<file path="src/rtl/led_pwm_pkg.sv">
// Shared types for the LED PWM bank.
// Holds the channel mode encoding and the widths of the mode and
// channel-index fields of the configuration port.
package led_pwm_pkg;

    localparam int unsigned MODE_W   = 2;
    localparam int unsigned CH_IDX_W = 5;

    typedef enum logic [MODE_W-1:0] {
        MODE_OFF   = 2'd0,
        MODE_ON    = 2'd1,
        MODE_BLINK = 2'd2,
        MODE_PWM   = 2'd3
    } mode_e;

endpackage

</file>
<file path="src/rtl/led_pwm_timebase.sv">
// Shared PWM time base: prescaler, PWM counter, blink phase and period wrap.
// Ports:
//   clk      - sole clock, rising edge
//   rst      - synchronous active-high reset
//   tick     - registered one-clock pulse, high while the prescaler is at DIV-1
//   pwm_cnt  - PWM counter, advances once per tick
//   phase    - blink phase, toggles on every period wrap
//   wrap_c   - combinational period-wrap strobe (tick with pwm_cnt all-ones)
module led_pwm_timebase #(
    parameter int unsigned DIV   = 65,
    parameter int unsigned PWM_W = 8
) (
    input  logic             clk,
    input  logic             rst,
    output logic             tick,
    output logic [PWM_W-1:0] pwm_cnt,
    output logic             phase,
    output logic             wrap_c
);

    localparam int unsigned        PRE_W   = (DIV > 1) ? $clog2(DIV) : 1;
    localparam logic [PRE_W-1:0]   PRE_MAX = PRE_W'(DIV - 1);

    logic [PRE_W-1:0] pre;
    logic [PRE_W-1:0] pre_next;

    // Prescaler next value; tick is registered from it so tick tracks pre==DIV-1.
    assign pre_next = (pre == PRE_MAX) ? '0 : pre + PRE_W'(1);
    assign wrap_c   = tick && (pwm_cnt == '1);

    always_ff @(posedge clk) begin
        if (rst) begin
            pre     <= '0;
            tick    <= 1'b0;
            pwm_cnt <= '0;
            phase   <= 1'b0;
        end else begin
            pre  <= pre_next;
            tick <= (pre_next == PRE_MAX);
            if (tick) begin
                pwm_cnt <= pwm_cnt + PWM_W'(1);
            end
            if (wrap_c) begin
                phase <= ~phase;
            end
        end
    end

endmodule

</file>
<file path="src/rtl/led_pwm_bank.sv">
// Bank of NUM_CH LED drivers with per-channel OFF / ON / BLINK / PWM modes.
// Optional feature: define LED_PWM_BANK_BREATHE_EN to add a shared triangle
// "breathe" ramp that PWM channels with duty 0 use as their duty.
// Ports:
//   clk      - sole clock, rising edge
//   rst      - synchronous active-high reset
//   cfg_we   - config write strobe
//   cfg_ch   - target channel index (writes to cfg_ch >= NUM_CH are ignored)
//   cfg_mode - channel mode: 0 OFF, 1 ON, 2 BLINK, 3 PWM
//   cfg_duty - channel duty value
//   led      - registered LED drives
//   tick     - one-clock pulse per PWM tick
module led_pwm_bank
    import led_pwm_pkg::*;
#(
    parameter int unsigned NUM_CH = 4,
    parameter int unsigned DIV    = 65,
    parameter int unsigned PWM_W  = 8
) (
    input  logic                clk,
    input  logic                rst,
    input  logic                cfg_we,
    input  logic [CH_IDX_W-1:0] cfg_ch,
    input  logic [MODE_W-1:0]   cfg_mode,
    input  logic [PWM_W-1:0]    cfg_duty,
    output logic [NUM_CH-1:0]   led,
    output logic                tick
);

    logic [PWM_W-1:0]  pwm_cnt;
    logic              phase;
    logic              wrap_c;

    mode_e             mode_q [NUM_CH];
    logic [PWM_W-1:0]  duty_q [NUM_CH];
    logic [NUM_CH-1:0] led_next;
    logic [PWM_W-1:0]  duty_eff;

    led_pwm_timebase #(
        .DIV   (DIV),
        .PWM_W (PWM_W)
    ) u_timebase (
        .clk     (clk),
        .rst     (rst),
        .tick    (tick),
        .pwm_cnt (pwm_cnt),
        .phase   (phase),
        .wrap_c  (wrap_c)
    );

`ifdef LED_PWM_BANK_BREATHE_EN
    logic [PWM_W-1:0] brth;
    logic             brth_up;

    // Triangle ramp stepped once per period; each endpoint is visited once.
    always_ff @(posedge clk) begin
        if (rst) begin
            brth    <= '0;
            brth_up <= 1'b1;
        end else if (wrap_c) begin
            if (brth_up) begin
                if (brth == '1) begin
                    brth_up <= 1'b0;
                    brth    <= brth - PWM_W'(1);
                end else begin
                    brth    <= brth + PWM_W'(1);
                end
            end else begin
                if (brth == '0) begin
                    brth_up <= 1'b1;
                    brth    <= brth + PWM_W'(1);
                end else begin
                    brth    <= brth - PWM_W'(1);
                end
            end
        end
    end
`else
    logic unused_wrap;
    assign unused_wrap = wrap_c;
`endif

    // Per-channel config registers; out-of-range indices match no channel.
    always_ff @(posedge clk) begin
        if (rst) begin
            for (int unsigned i = 0; i < NUM_CH; i++) begin
                mode_q[i] <= MODE_OFF;
                duty_q[i] <= '0;
            end
        end else if (cfg_we) begin
            for (int unsigned i = 0; i < NUM_CH; i++) begin
                if (32'(cfg_ch) == i) begin
                    mode_q[i] <= mode_e'(cfg_mode);
                    duty_q[i] <= cfg_duty;
                end
            end
        end
    end

    // LED decode from the current registers.
    always_comb begin
        led_next = '0;
        duty_eff = '0;
        for (int unsigned i = 0; i < NUM_CH; i++) begin
            duty_eff = duty_q[i];
`ifdef LED_PWM_BANK_BREATHE_EN
            if (duty_q[i] == '0) begin
                duty_eff = brth;
            end
`endif
            unique case (mode_q[i])
                MODE_OFF:   led_next[i] = 1'b0;
                MODE_ON:    led_next[i] = 1'b1;
                MODE_BLINK: led_next[i] = phase;
                MODE_PWM:   led_next[i] = (pwm_cnt < duty_eff);
                default:    led_next[i] = 1'b0;
            endcase
        end
    end

    always_ff @(posedge clk) begin
        if (rst) begin
            led <= '0;
        end else begin
            led <= led_next;
        end
    end

endmodule

</file>
<file path="config.mk">
export PLATFORM = sky130hd
export DESIGN_NAME = led_pwm_bank
export DESIGN_NICKNAME = d
export VERILOG_FILES = /design/src/rtl/led_pwm_pkg.sv /design/src/rtl/led_pwm_timebase.sv /design/src/rtl/led_pwm_bank.sv
export SDC_FILE = /design/constraint.sdc
export NUM_CORES = 1
export LEC_CHECK = 0
export BUFFER_PORTS_ARGS = -buffer_cell sky130_fd_sc_hd__clkbuf_2
export CAP_MARGIN = 20
export CORE_MARGIN = 3
export CORE_UTILIZATION = 40
export CTS_CLUSTER_SIZE = 20
export DETAILED_ROUTE_END_ITERATION = 10
export MAX_ROUTING_LAYER = met4
export PLACE_DENSITY_LB_ADDON = 0.1
export SLEW_MARGIN = 0
export SYNTH_ARGS = -nofsm -noshare
export SYNTH_HDL_FRONTEND = slang
export SYNTH_SLANG_ARGS = --single-unit
</file>
<file path="constraint.sdc">
create_clock -name clk -period 1.4 [get_ports clk]
set_input_delay 0.14 -clock clk [delete_from_list [all_inputs] [get_ports clk]]
set_output_delay 0.14 -clock clk [all_outputs]
set_load 0.01 [all_outputs]
</file>
==> qor.csv <==
stage,metric,value,unit
finish,ANT cells,0,
clock_tree,clock root buffer,clkbuf_8,
pwr,Sw Ratio,0.2339,
floorplan,DIE AREA,9164,um2
route,drt total wl,6883,um
floorplan,FP Rows,32,
pwr,power density cells,955.3,nW/um2
clock_tree,worst-skew pair later-pin latency,0.33,ns
route,TritonRoute pass-1 iters,4,
worst_hold_path,Worst Hold Class,in -> reg,
critical_path,Crit-path slowest cell,dfxtp_4,
critical_path,family with the most delay on the worst path,simple AND/OR/NAND/NOR gates,
placement,Buffers on Ports,22,
pwr,clock share of power,0.391,
timing,Clock Skews,0.007949,ns
critical_path,Setup CP Type,reg -> reg,
placement,DP Wirelength,4987,um
timing,Final Hold Vio Count,0,
route,vias,2242,
grt,Overall Global Routing Usage,0.1703,
floorplan,Initial Util,0.4146,
floorplan,Die X,95.73,um
synthesis,count of flip-flops with a built-in enable after synthesis,40,
clock_tree,"CTS clk-pin slew, worst paths",0.07,ns
timing,Worst-Margin Slew,0.3284,ns
floorplan,CORE AREA,7767,um2
timing,Setup TNS Final,0,ns
pwr,combinational fraction of design power,0.082,
route,Via-to-Cell Ratio,4.949,
critical_path,worst-path maximum fanout,3,
synthesis,xor/xnor share of the synthesized area,0.02720,
route,Routed Antenna Nets,0,
finish,share of cells above drive strength 1,0.2963,
grt,first-pass GRT wire length,11120,um
floorplan,Die H,95.73,um
synthesis,post-synthesis simple-gate area fraction,0.2133,
pwr,Pleak,1.688,nW
grt,vias in the first global route,2211,
synthesis,Gate Count Post-Synth,294,
synthesis,Synth Cell Area,3221,um2
run_status,status,finished clean,
grt,largest net degree at the start of global routing,29,
clock_tree,TritonCTS Buffers,9,
grt,grt ovf,0,
timing,post-route minimum period,1.361,ns
synthesis,"Top FF cell, synth",edfxtp_1,
finish,Final nets,395,
critical_path,CP Capture Type,flop,
placement,post-place setup slack,-0.08015,ns
synthesis,"FFs w/ async S/R, synth",0,
clock_tree,# clock sinks,61,
timing,fin worst setup slack,0.03870,ns
grt,initial antenna violation count,0,
synthesis,"area leader, netlist",edfxtp_1,
timing,fin. max-slew vios,0,
timing,unrepaired setup endpoints after global routing,yes,
synthesis,"Distinct cells, synth",39,
timing,final setup vio count,0,
timing,Slew HR,0.7803,
clock_tree,CTS tree,yes,
pwr,VDD IR max,508.3,uV
critical_path,max incr delay on CP,0.37,ns
placement,gpl congestion,0.7683,
synthesis,synthesized flop and latch total,61,
critical_path,"Req. time, crit path",1.68,ns
pwr,Tot Pwr,3.832,mW
synthesis,post-synthesis sequential area ratio,0.5035,
critical_path,Worst setup SP type,flop,
synthesis,Ys Warns,0,
route,DRC errors left,0,
synthesis,Mapped Avg Cell Area,10.95,um2
route,Detailed Route Iter0 Violations,89,
timing,fmax,734.6,MHz
pwr,Net Switching,0.8964,mW
pwr,P_int,2.936,mW
synthesis,top cell type's share of synthesized area,0.3730,
critical_path,WP buf/inv,0,
timing,fin crit share,0.9724,
critical_path,"Arr. time, crit path",1.64,ns
flow_run,max cap viols,0,
synthesis,main combinational cell family by area after synthesis,simple AND/OR/NAND/NOR gates,
critical_path,cell chain of the critical path,ha_4 -> nand2_1 -> or3_1 -> a211oi_2 -> and4bb_1,
synthesis,multiplexer share of the synthesized area,0.003108,
clock_tree,cts hold-fix bufs,0,
finish,Layout area overhead,24.55,%
synthesis,"Net Count, Synth",343,
clock_tree,clock tree buffer depth,2,
clock_tree,H-tree Lvls,3,
route,WL per Instance,15.19,um
synthesis,most frequent cells after synthesis,"and2_1 (40), edfxtp_1 (40), inv_1 (33), ha_1 (31), nor2_1 (23)",
floorplan,IO Pins,23,
synthesis,compound-gate portion of the synthesized area,0.08430,
pwr,sequential share of power,0.527,
synthesis,main area contributors after synthesis,"edfxtp_1 (37%), dfxtp_1 (13%), ha_1 (12%)",
synthesis,Post-Synth Adder-Cell Area,0.1204,
[cells by family (layout without fill, tap and decap cells)]
kind of cell,Yosys count,after routing
buf+inv,39,96
compound gates,43,43
flops,61,61
fa+ha+maj,31,31
simple gates,109,109
mux,1,1
xor+xnor,10,10
[registers in the layout, indices dropped and copies added (netlist names)]
register	flops
u_timebase.pwm_cnt	8
led	4
duty_q	32
u_timebase.tick	1
mode_q	8
u_timebase.pre	7
u_timebase.phase	1
[power by group through the flow]
stage | Combinational (mW) | Sequential [mW] | Clock [mW]
after floorplan | 0.159 | 2.07 | 0
after global placement | 0.304 | 2.07 | 0
after detailed placement | 0.306 | 2.07 | 0
after CTS | 0.307 | 2.03 | 1.54
after global routing | 0.358 | 2.03 | 1.63
final | 0.315 | 2.02 | 1.50
[worst paths after layout]
| check | depth (start not counted) | from | slack [ns] | to |
|---|---|---|---|---|
| setup / recovery | 5 | u_timebase.pre[1] | 0.04 | u_timebase.tick |
| hold / removal | 2 | cfg_duty[1] | 0.13 | duty_q[0][1] |
| setup reg to reg | 5 | u_timebase.pre[1] | 0.04 | u_timebase.tick |
| hold reg to reg | 1 | mode_q[3][0] | 0.54 | led[3] |
[worst reg2reg max path: stages (launching register included)]
cell      delay [ns]
dfxtp_4         0.37
ha_4            0.14
nand2_1         0.06
or3_1           0.32
a211oi_2        0.20
and4bb_1        0.21
[routing by layer]
layer  part of all wire  global-route usage  up-vias
met5                  0                   -        -
met4              0.013             0.07109        0
met3              0.024             0.02658        7
met2               0.50              0.2675       28
met1               0.47              0.2197     1068
li1                   -                   -     1139
[timing repair]
action,4_1_cts,5_1_grt
endpoints found under the hold margin,0,0
setup endpoints to repair,8,8
buffers inserted,0,2
gates resized for setup,8,33
pin swaps,3,11
[placed cells by master, fill, tap and decap left out, types with 7 or more instances in the layout]
cell type,count
a21oi_1,14
and2_1,40
buf_4,19
clkbuf_2,22
clkbuf_8,9
dfxtp_1,10
dfxtp_4,8
edfxtp_1,40
ha_1,25
inv_1,30
nand4_1,7
nor2_1,21
o21ai_0,10
[final cells by class]
class | count | area (um2)
Fill cell | 721 | 3756
Sequential cell | 61 | 1655
Multi-Input combinational cell | 194 | 1550
Timing Repair Buffer | 47 | 364.1
Tap cell | 102 | 127.6
Clock buffer | 9 | 123.9
Inverter | 33 | 123.9
Clock inverter | 7 | 66.31
[stage by stage]
| step | hold WS [ns] | instances | util | area [um2] |
|---|---|---|---|---|
| after floorplan | 0.3382 | 294 | - | 3234 |
| after global placement | 0.4676 | 435 | 0.4733 | 3676 |
| after detailed placement | 0.4639 | 435 | 0.4733 | 3676 |
| after CTS | 0.1115 | 451 | 0.4994 | 3879 |
| after global routing | 0.1441 | 453 | 0.5164 | 4011 |
| final | 0.1333 | 453 | 0.5164 | 4011 |
(Power assumes the default switching activity.)
